==> config.mk <==
export PLATFORM = sky130hd
export DESIGN_NAME = uart_rx
export DESIGN_NICKNAME = d
export VERILOG_FILES = /design/src/rtl/uart_rx.sv
export SDC_FILE = /design/constraint.sdc
export NUM_CORES = 1
export LEC_CHECK = 0
export ABC_AREA = 0
export BUFFER_PORTS_ARGS = -buffer_cell sky130_fd_sc_hd__buf_2
export CAP_MARGIN = 20
export CORE_UTILIZATION = 53
export CTS_CLUSTER_DIAMETER = 60
export CTS_CLUSTER_SIZE = 12
export DETAILED_ROUTE_END_ITERATION = 12
export GPL_TIMING_DRIVEN = 0
export PLACE_DENSITY_LB_ADDON = 0.2
export SLEW_MARGIN = 20
export SYNTH_ARGS = -nofsm -noshare
export SYNTH_HDL_FRONTEND = slang
export SYNTH_SLANG_ARGS = --single-unit
==> constraint.sdc <==
create_clock -name clk -period 1.94 [get_ports clk]
set_input_delay 0.097 -clock clk [delete_from_list [all_inputs] [get_ports clk]]
set_output_delay 0.097 -clock clk [all_outputs]
set_load 0.01 [all_outputs]
==> src/rtl/uart_rx.sv <==
// 8N1 UART receiver, LSB first: 2-FF input synchronizer, mid-bit sampling from a local baud
// counter, one-cycle rx_valid / frame_err strobes and a BREAK wait after a bad stop bit.
module uart_rx #(
  parameter int unsigned CLKS_PER_BIT = 5208,
  parameter int unsigned HALF_BIT     = 2604
) (
  input  logic       clk,
  input  logic       rst_n,
  input  logic       rxd,
  output logic [7:0] rx_data,
  output logic       rx_valid,
  output logic       frame_err,
  output logic       rx_busy
);

  localparam logic [15:0] BIT_LAST  = 16'(CLKS_PER_BIT - 32'd1);
  localparam logic [15:0] HALF_LAST = 16'(HALF_BIT - 32'd1);

  typedef enum logic [2:0] {
    ST_IDLE  = 3'd0,
    ST_START = 3'd1,
    ST_DATA  = 3'd2,
    ST_STOP  = 3'd3,
    ST_BREAK = 3'd4
  } state_e;

  logic        sync1_q, sync2_q;
  logic        rxd_s;
  state_e      state_q, state_d;
  logic [15:0] cnt_q, cnt_d;
  logic [2:0]  bit_idx_q, bit_idx_d;
  logic [7:0]  shift_q, shift_d;
  logic [7:0]  rx_data_q, rx_data_d;
  logic        rx_valid_q, rx_valid_d;
  logic        frame_err_q, frame_err_d;

  assign rxd_s = sync2_q;

  // Synchronizer resets to the idle level so reset release never looks like a start edge.
  always_ff @(posedge clk or negedge rst_n) begin
    if (!rst_n) begin
      sync1_q <= 1'b1;
      sync2_q <= 1'b1;
    end else begin
      sync1_q <= rxd;
      sync2_q <= sync1_q;
    end
  end

  // State and datapath registers.
  always_ff @(posedge clk or negedge rst_n) begin
    if (!rst_n) begin
      state_q     <= ST_IDLE;
      cnt_q       <= 16'd0;
      bit_idx_q   <= 3'd0;
      shift_q     <= 8'h00;
      rx_data_q   <= 8'h00;
      rx_valid_q  <= 1'b0;
      frame_err_q <= 1'b0;
    end else begin
      state_q     <= state_d;
      cnt_q       <= cnt_d;
      bit_idx_q   <= bit_idx_d;
      shift_q     <= shift_d;
      rx_data_q   <= rx_data_d;
      rx_valid_q  <= rx_valid_d;
      frame_err_q <= frame_err_d;
    end
  end

  // Next-state logic; strobes default low so each fires for exactly one cycle.
  always_comb begin
    state_d     = state_q;
    cnt_d       = cnt_q;
    bit_idx_d   = bit_idx_q;
    shift_d     = shift_q;
    rx_data_d   = rx_data_q;
    rx_valid_d  = 1'b0;
    frame_err_d = 1'b0;
    case (state_q)
      ST_IDLE: begin
        cnt_d = 16'd0;
        if (!rxd_s) begin
          state_d = ST_START;
        end else begin
          state_d = ST_IDLE;
        end
      end
      ST_START: begin
        if (cnt_q == HALF_LAST) begin
          cnt_d = 16'd0;
          if (rxd_s) begin
            state_d = ST_IDLE;
          end else begin
            state_d   = ST_DATA;
            bit_idx_d = 3'd0;
          end
        end else begin
          cnt_d = cnt_q + 16'd1;
        end
      end
      ST_DATA: begin
        if (cnt_q == BIT_LAST) begin
          cnt_d   = 16'd0;
          shift_d = {rxd_s, shift_q[7:1]};
          if (bit_idx_q == 3'd7) begin
            state_d = ST_STOP;
          end else begin
            bit_idx_d = bit_idx_q + 3'd1;
          end
        end else begin
          cnt_d = cnt_q + 16'd1;
        end
      end
      ST_STOP: begin
        if (cnt_q == BIT_LAST) begin
          cnt_d = 16'd0;
          if (rxd_s) begin
            rx_data_d  = shift_q;
            rx_valid_d = 1'b1;
            state_d    = ST_IDLE;
          end else begin
            frame_err_d = 1'b1;
            state_d     = ST_BREAK;
          end
        end else begin
          cnt_d = cnt_q + 16'd1;
        end
      end
      ST_BREAK: begin
        cnt_d = 16'd0;
        if (rxd_s) begin
          state_d = ST_IDLE;
        end else begin
          state_d = ST_BREAK;
        end
      end
      default: begin
        state_d = ST_IDLE;
        cnt_d   = 16'd0;
      end
    endcase
  end

  assign rx_data   = rx_data_q;
  assign rx_valid  = rx_valid_q;
  assign frame_err = frame_err_q;
  assign rx_busy   = (state_q != ST_IDLE);

endmodule
==> results_dict.tcl, run 1 <==
set metrics [dict create \
    drt_iter0_markers 89 \
    grt_max_degree 43 \
    path_cells "inv_1 -> nor3_2 -> and2_1 -> buf_6 -> mux2_2" \
    period_share 0.972 \
    boundaryPins 14 \
    path_delay_family "simple AND/OR/NAND/NOR gates" \
    setup_violations 0 \
    h-tree-depth 2 \
    cpMaxStageDelayCell "nor3_2" \
    reg2reg_depth 5 \
    synth_edf_count 0 \
    grt_setup_unrepaired "yes" \
    synth_nets 182 \
    crit_path_start "state_q[1]" \
    relSlewSlack 0.394 \
    cp-start-kind "flop" \
    worstHoldPathType "flop to flop" \
    multi_input_area_um2 990 \
    synth_area_leaders "dfrtp_1, mux2_1, a21oi_1, mux2_2, nand3_1" \
    layout_commonest_cell "dfrtp_1" \
    routedWlPerCell_um 16.8 \
    final_cell_mix "dfrtp_1, a21oi_1, buf_2, nand3_1, buf_4" \
    crit_type "flop to flop" \
    final_area_mm2 0.00249 \
    clkTransAtPathRegs_ns 0.08 \
    fp-row-count 22 \
    syn_avg_cell_area_um2 11.6 \
    gr-usage-all-layers 0.237 \
    status "completed" \
    cts_root_buffer "clkbuf_8" \
    finish.utilization 0.675 \
    synthCells 176 \
    yosysWarningCount 0 \
    r2r_end "shift_q[2]" \
    yosysUniqueCellTypes 48 \
    area_growth_pct 21.6 \
    drt-total-wl_um 4290 \
    drive_gt1_frac 0.327 \
    worst-path-max-fanout 8 \
    dpl.hpwl_um 2750 \
    yosysTopAreaCell "dfrtp_1" \
    n_fill_cell 270 \
    die_w_um 64.1 \
    crit_arrival_ns 2.07 \
    leakagePower_nw 1.16 \
    port_buffers 13 \
    first_global_vias 1555 \
    fin_setup_tns_ns 0 \
    final_cells 256 \
    post-place-cells 237 \
    rrSetupSlack_ns 0.05 \
    clockBufferDepth 2 \
    clock_latency_ns 0.30 \
    synth_top_area_share 0.489 \
    die-area_mm2 0.00411 \
    antenna_found_initial 0 \
    cpPeakStageDelay_ns 0.46 \
    fmax_mhz 530 \
    critPathBufInv 2 \
    min_from "sync1_q" \
    firstDrtPassIters 4 \
    holdPathStages 0 \
    peakVddDrop_mv 0.400 \
    hold_viol_final 0 \
    mappedNetlistArea_mm2 0.00205 \
    coreArea_mm2 0.00369 \
    gp_congestion 0.866 \
    initial_utilization 0.555 \
    seq_area_frac_synth 0.515 \
    p_per_area_mw_per_mm2 697 \
    ant_nets 0 \
    nNetsFinal 213 \
    r2r_start "state_q[1]" \
    fin_crit_ns 1.89 \
    maxCapViolCount 0 \
    vias_per_cell 5.90 \
    dieHeight_um 64.1 \
    tightestPinTransition_ns 0.909 \
    vias 1511 \
    diodes 0 \
    drcViolationCount 0 \
    crit_required_ns 2.13 \
    ys_ff_latch 42 \
    numClockSinks 42 \
    grt_pass1_wl_um 7310 \
    cts_made_buffers 5 \
    gr-total-overflow 0 \
    cts_tree "yes" \
    hold_end "rxd_s" \
    endpoint_kind "flop" \
    synthFlopType "dfrtp_1" \
    slew_viol_final 0 \
    regArea_mm2 0.00106 \
    place_area_mm2 0.00217 \
    clock_skew_ns 0.00348 \
    async_flop_share 1.00 \
]
[cell families (layout without fill, tap and decap cells)]
kind of cell,after synthesis,in the layout,synth area share
compound gates,33,33,0.117
xor+xnor,11,11,0.0471
fa+ha+maj,3,3,0.0183
buf+inv,14,46,0.0312
flops,42,42,0.515
mux,16,16,0.0880
simple gates,57,57,0.183
[cell usage after synthesis, types with 2 or more instances]
cell type	instances
o31ai_1	2
clkbuf_1	3
xor2_1	5
a21oi_1	15
and3b_1	2
buf_2	3
nand2_1	6
inv_1	6
nor4_1	2
mux2_1	11
nand4_1	6
nor3_1	2
and2_1	2
o211ai_1	2
mux2_2	5
or4_4	2
and3_1	3
a22oi_1	4
dfrtp_1	40
nand3_1	11
buf_4	2
xnor2_1	6
dfstp_2	2
ha_1	3
and4_1	3
a31oi_1	2
nor2_1	5
[worst register-to-register path, delay by kind of cell (launching register included)]
family | cells | cell delay [ns]
simple gates | 2 | 0.69
flops | 1 | 0.44
mux | 1 | 0.35
buf+inv | 2 | 0.30
[timing repair]
item | 4_1_cts | 5_1_grt
hold buffers | 2 | 0
resized for setup | 8 | 15
hold endpoints to repair | 41 | 0
pin swaps | 2 | 4
setup buffers | 2 | 8
endpoints found under the setup margin | 27 | 28
[power breakdown]
part | total (mW) | internal (mW) | switching (mW)
registers | 0.881 | 0.878 | 0.00240
logic | 0.0246 | 0.00546 | 0.0191
clock network | 0.828 | 0.516 | 0.313
total | 1.73 | 1.40 | 0.334
[worst max path at each step]
stage	endpoint	cells past startpoint
final	shift_q[2]	5
after global routing	shift_q[7]	5
after CTS	cnt_q[3]	6
after detailed placement	cnt_q[3]	6
after global placement	cnt_q[8]	6
after floorplan	shift_q[0]	7
[area by class of cell]
class,count,area share
Inverter,6,0.00905
Clock inverter,3,0.0277
Multi-Input combinational cell,120,0.398
Timing Repair Buffer,25,0.0644
Clock buffer,5,0.0277
Buffer,7,0.0251
Sequential cell,42,0.424
Tap cell,48,0.0241
[sequential cells by signal, summed over array words and instances, names as in the netlist, 3 cells and up]
register,count
rx_data,8
shift_q,8
bit_idx_q,3
cnt_q,16
state_q,3
[layer usage]
metal  track usage  vias to the layer above  share of wire
met2         0.363                       36           0.48
met1         0.307                      749           0.46
li1              -                      715              -
met3        0.0732                       11          0.038
met5             0                        -              0
met4         0.108                        0          0.025
[through the flow]
step | hold WS [ns] | power, mW | worst slack, ns
after floorplan | -0.199 | 0.900 | 0.0550
after global placement | 0.205 | 0.920 | -0.152
after detailed placement | 0.210 | 0.921 | -0.193
after CTS | 0.363 | 1.74 | 0.00313
after global routing | 0.369 | 1.79 | -0.0620
final | 0.361 | 1.73 | 0.0534
(Power assumes the default switching activity.)
==> run 2: changes to the inputs <==
--- a/config.mk
+++ b/config.mk
@@ -10,3 +10,4 @@
 export CAP_MARGIN = 20
-export CORE_UTILIZATION = 53
+export CORE_UTILIZATION = 56
+export CTS_BUF_LIST = sky130_fd_sc_hd__clkbuf_8
 export CTS_CLUSTER_DIAMETER = 60
==> constraint.sdc (replaced) <==
create_clock -name clk -period 1.94 [get_ports clk]
set_input_delay 0 -clock clk [delete_from_list [all_inputs] [get_ports clk]]
set_output_delay 0 -clock clk [all_outputs]
set_load 0.01 [all_outputs]
==> results_dict.tcl, run 2 (synthesis gave the netlist of run 1 again) <==
set metrics [dict create \
    status "completed" \
    worst-path-max-fanout 8 \
    die-area_mm2 0.00390 \
    cp-start-kind "flop" \
    diodes 0 \
    peakVddDrop_mv 0.507 \
    leakagePower_nw 1.15 \
    slew_viol_final 0 \
    first_global_vias 1504 \
    regArea_mm2 0.00106 \
    cts_made_buffers 5 \
    numClockSinks 42 \
    firstDrtPassIters 4 \
    n_fill_cell 245 \
    p_clk_frac 0.380 \
    path_delay_family "compound AO/OA/AOI/OAI gates" \
    drt-total-wl_um 4420 \
    swShare 0.225 \
    maxCapViolCount 0 \
    drcViolationCount 0 \
    internal_power_mw 1.13 \
    h-tree-depth 2 \
    multi_input_area_mm2 0.00101 \
    cpPeakStageDelay_ns 0.48 \
    crit_required_ns 2.11 \
    pre_cts_ws_ns -0.265 \
    cts_root_buffer "clkbuf_8" \
    clock_latency_ns 0.30 \
    critPathBufInv 1 \
    clkTransAtPathRegs_ns 0.09 \
    relSlewSlack 0.374 \
    final_area_mm2 0.00244 \
    clockBufferDepth 2 \
    drive_gt1_frac 0.324 \
    grt_setup_unrepaired "yes" \
    setup_violations 0 \
    period_share 0.985 \
    power_frac_seq 0.603 \
    layout_commonest_cell "dfrtp_1" \
    cts_tree "yes" \
    p_comb_frac 0.018 \
    path_cells "clkbuf_1 -> nor3b_1 -> a21oi_1 -> o41ai_4 -> a31oi_1" \
    antenna_found_initial 0 \
    port_buffers 13 \
    routedWlPerCell_um 17.5 \
    worstHoldPathType "primary input to flop" \
    final_cell_mix "dfrtp_1, a21oi_1, buf_2, buf_4, nand3_1" \
    fp-row-count 21 \
    die_w_um 62.5 \
    endpoint_kind "flop" \
    cpMaxStageDelayCell "nor3b_1" \
    gr-usage-all-layers 0.241 \
    nNetsFinal 212 \
    coreArea_mm2 0.00342 \
    gp_congestion 0.894 \
    place_area_mm2 0.00217 \
    drt_iter0_markers 166 \
    boundaryPins 14 \
    crit_arrival_ns 2.08 \
    p_sw_mw 0.329 \
    tightestPinTransition_ns 0.939 \
    largest_reg_flops 16 \
    fin_crit_ns 1.91 \
    dieHeight_um 62.5 \
    initial_utilization 0.599 \
    regMostFlops "cnt_q" \
    clock_skew_ns 0.0112 \
    vias 1525 \
    hold_viol_final 0 \
    fmax_mhz 523 \
    vias_per_cell 6.03 \
    p_per_area_mw_per_mm2 599 \
    crit_type "flop to flop" \
    grt_pass1_wl_um 7250 \
    worst_slack_ns 0.0286 \
    gr-total-overflow 0 \
    area_growth_pct 19.1 \
    ant_nets 0 \
    dpl.hpwl_um 2730 \
    grt_max_degree 43 \
]
-- run 2: stage by stage --
stage / instances / util / hold WS (ns) / TNS [ns] / power, mW
finish: 253 / 0.714 / 0.354 / 0 / 1.46
global route: 253 / 0.714 / 0.355 / -0.316 / 1.51
CTS: 246 / 0.678 / 0.333 / 0 / 1.47
detailed placement: 235 / 0.635 / 0.106 / -5.45 / 0.921
global placement: 235 / 0.635 / 0.105 / -2.73 / 0.919
floorplan: 176 / - / -0.296 / 0 / 0.900
-- run 2: power by group through the flow --
stage                     Clock [mW]  Combinational (mW)  Sequential [mW]
after floorplan                    0             0.00305            0.897
after global placement             0              0.0214            0.898
after detailed placement           0              0.0226            0.898
after CTS                      0.562              0.0255            0.881
after global routing           0.602              0.0296            0.881
final                          0.555              0.0256            0.881
-- run 2: final timing paths --
path,startpoint,endpoint,slack (ns),depth (start not counted)
max,state_q[0],bit_idx_q[0],0.03,5
max in group asynchronous,rst_n,cnt_q[4],0.92,2
max reg2reg,state_q[0],bit_idx_q[0],0.03,5
min in group asynchronous,rst_n,rx_data[7],0.37,2
min,rxd,sync1_q,0.35,2
min reg2reg,sync1_q,rxd_s,0.36,0
-- run 2: worst reg2reg max path, stage by stage, from the launching register on --
cell and delay (ns):
dfrtp_1 0.33, clkbuf_1 0.39, nor3b_1 0.49, a21oi_1 0.14, o41ai_4 0.29, a31oi_1 0.14
-- run 2: layer usage --
layer / track usage / vias to the layer above / wire length [um]
met4: 0.105 / 0 / 79
met1: 0.313 / 762 / 1960
met3: 0.0657 / 9 / 175
li1: - / 713 / -
met2: 0.378 / 41 / 2200
met5: 0 / - / 0
-- run 2: repair_timing --
item,4_1_cts,5_1_grt
hold endpoints to repair,41,0
resized for setup,8,17
endpoints found under the setup margin,26,30
pin swaps,1,4
setup buffers,2,8
hold buffers,2,0
-- run 2: final cells by class --
class / instances / share of cell area
clock inverter: 3 / 0.00718
inverter: 6 / 0.00924
sequential: 42 / 0.433
buffer: 6 / 0.0190
multi-input combinational: 120 / 0.414
timing repair buffer: 25 / 0.0657
tap: 46 / 0.0236
clock buffer: 5 / 0.0282
==> run 3: changes to the inputs <==
--- a/config.mk
+++ b/config.mk
@@ -9,3 +9,3 @@
 export BUFFER_PORTS_ARGS = -buffer_cell sky130_fd_sc_hd__buf_2
-export CAP_MARGIN = 20
+export CAP_MARGIN = 30
 export CORE_UTILIZATION = 56
@@ -16,2 +16,3 @@
 export GPL_TIMING_DRIVEN = 0
+export MAX_ROUTING_LAYER = met4
 export PLACE_DENSITY_LB_ADDON = 0.2
--- a/constraint.sdc
+++ b/constraint.sdc
@@ -3,2 +3,2 @@
 set_output_delay 0 -clock clk [all_outputs]
-set_load 0.01 [all_outputs]
+set_load 0.005 [all_outputs]
==> results_dict.tcl, run 3 (synthesis gave the netlist of run 1 again) <==
set metrics [dict create \
    status "completed" \
    boundaryPins 14 \
    wl_met3_um 161 \
    gp_congestion 0.909 \
    cts_root_buffer "clkbuf_8" \
    drt-total-wl_um 4310 \
    tightestPinTransition_ns 0.417 \
    largest_reg_flops 16 \
    hold_viol_final 0 \
    clkTransAtPathRegs_ns 0.08 \
    vias_per_cell 6.03 \
    p_per_area_mw_per_mm2 606 \
    dieHeight_um 62.5 \
    dr_wl_met2_um 2170 \
    initial_utilization 0.599 \
    relSlewSlack 0.721 \
    die_w_um 62.5 \
    n_fill_cell 247 \
    cp-start-kind "flop" \
    regMostFlops "cnt_q" \
    gr-usage-all-layers 0.248 \
    slew_viol_final 0 \
    diodes 0 \
    numClockSinks 42 \
    drt_iter0_markers 124 \
    maxCapViolCount 0 \
    grt_pass1_wl_um 7240 \
    fp-row-count 21 \
    peakVddDrop_mv 0.508 \
    regArea_mm2 0.00106 \
    place_area_mm2 0.00217 \
    multi_input_area_um2 983 \
    period_share 0.968 \
    coreArea_mm2 0.00342 \
    fin_setup_tns_ns 0 \
    h-tree-depth 2 \
    fin_crit_ns 1.88 \
    port_buffers 13 \
    final_area_mm2 0.00241 \
    nNetsFinal 210 \
    worst-path-max-fanout 8 \
    cts_tree "yes" \
    drt-met1-wl_um 1910 \
    vias 1514 \
    endpoint_kind "flop" \
    cts_made_buffers 5 \
    r2r_start "cnt_q[1]" \
    routedWlPerCell_um 17.2 \
    die-area_mm2 0.00390 \
    leakagePower_nw 1.15 \
    final_cell_mix "dfrtp_1, a21oi_1, buf_2, nand3_1, mux2_1" \
    crit_type "flop to flop" \
    dpl.hpwl_um 2730 \
    crit_path_start "cnt_q[1]" \
    crit_arrival_ns 2.06 \
    gr-total-overflow 0 \
    grt_max_degree 43 \
    layout_commonest_cell "dfrtp_1" \
    drcViolationCount 0 \
    area_growth_pct 17.9 \
    clock_skew_ns 0.00914 \
    clock_latency_ns 0.30 \
    clockBufferDepth 2 \
    ant_nets 0 \
    crit_required_ns 2.12 \
    worstHoldPathType "primary input to async pin" \
    setup_violations 0 \
    drive_gt1_frac 0.288 \
    highest_layer "met4" \
    first_global_vias 1506 \
    fmax_mhz 532 \
    antenna_found_initial 0 \
    firstDrtPassIters 4 \
]
run 3: path summary, 6_finish.rpt:
| path | endpoint | cells after the start | slack [ns] |
|---|---|---|---|
| max in group asynchronous | sync1_q | 3 | 1.29 |
| setup / recovery | shift_q[3] | 7 | 0.06 |
| hold / removal | frame_err | 2 | 0.12 |
| hold reg to reg | rxd_s | 0 | 0.36 |
| setup reg to reg | shift_q[3] | 7 | 0.06 |
| min in group clk | sync1_q | 2 | 0.35 |
run 3: timing repair:
action / CTS / global route
hold endpoints to repair: 41 / 0
pin swaps: 1 / 3
hold buffers: 2 / 0
endpoints found under the setup margin: 26 / 30
gates cloned: 0 / 0
gates resized for setup: 8 / 10
buffers inserted: 2 / 6
run 3: critical path: stages (launching register included):
cell and delay [ns]:
dfrtp_1 0.40, ha_4 0.17, and4b_1 0.23, and4_1 0.21, buf_6 0.13, and2_4 0.14
buf_6 0.13, mux2_2 0.34
run 3: final cells by class:
class / instances / area share
buffer: 5 / 0.0176
clock inverter: 3 / 0.00726
multi-input combinational: 120 / 0.407
timing repair buffer: 24 / 0.0684
clock buffer: 5 / 0.0285
tap: 46 / 0.0238
sequential: 42 / 0.438
inverter: 6 / 0.00933
run 3: layer usage:
layer	GRT usage	up-vias
li1	-	708
met1	0.310	769
met2	0.380	28
met3	0.0657	9
met4	0.105	0
met5	-	-
run 3: report_power, final:
| group | leakage [nW] | internal (mW) | switching [mW] |
|---|---|---|---|
| Combinational | 0.536 | 0.00953 | 0.0208 |
| Clock | 0.0493 | 0.249 | 0.303 |
| Sequential | 0.563 | 0.878 | 0.00231 |
| Total | 1.15 | 1.14 | 0.326 |
run 3: stage by stage:
stage	cells	power (mW)	hold WS, ns	setup slack, ns	util
2_1_floorplan	176	0.900	-0.296	0.0550	-
3_3_place_gp	235	0.919	0.105	-0.119	0.635
3_5_place_dp	235	0.921	0.106	-0.265	0.635
4_1_cts	246	1.47	0.333	0.0127	0.678
5_1_grt	251	1.52	0.135	-0.0113	0.707
6_report	251	1.46	0.119	0.0615	0.707
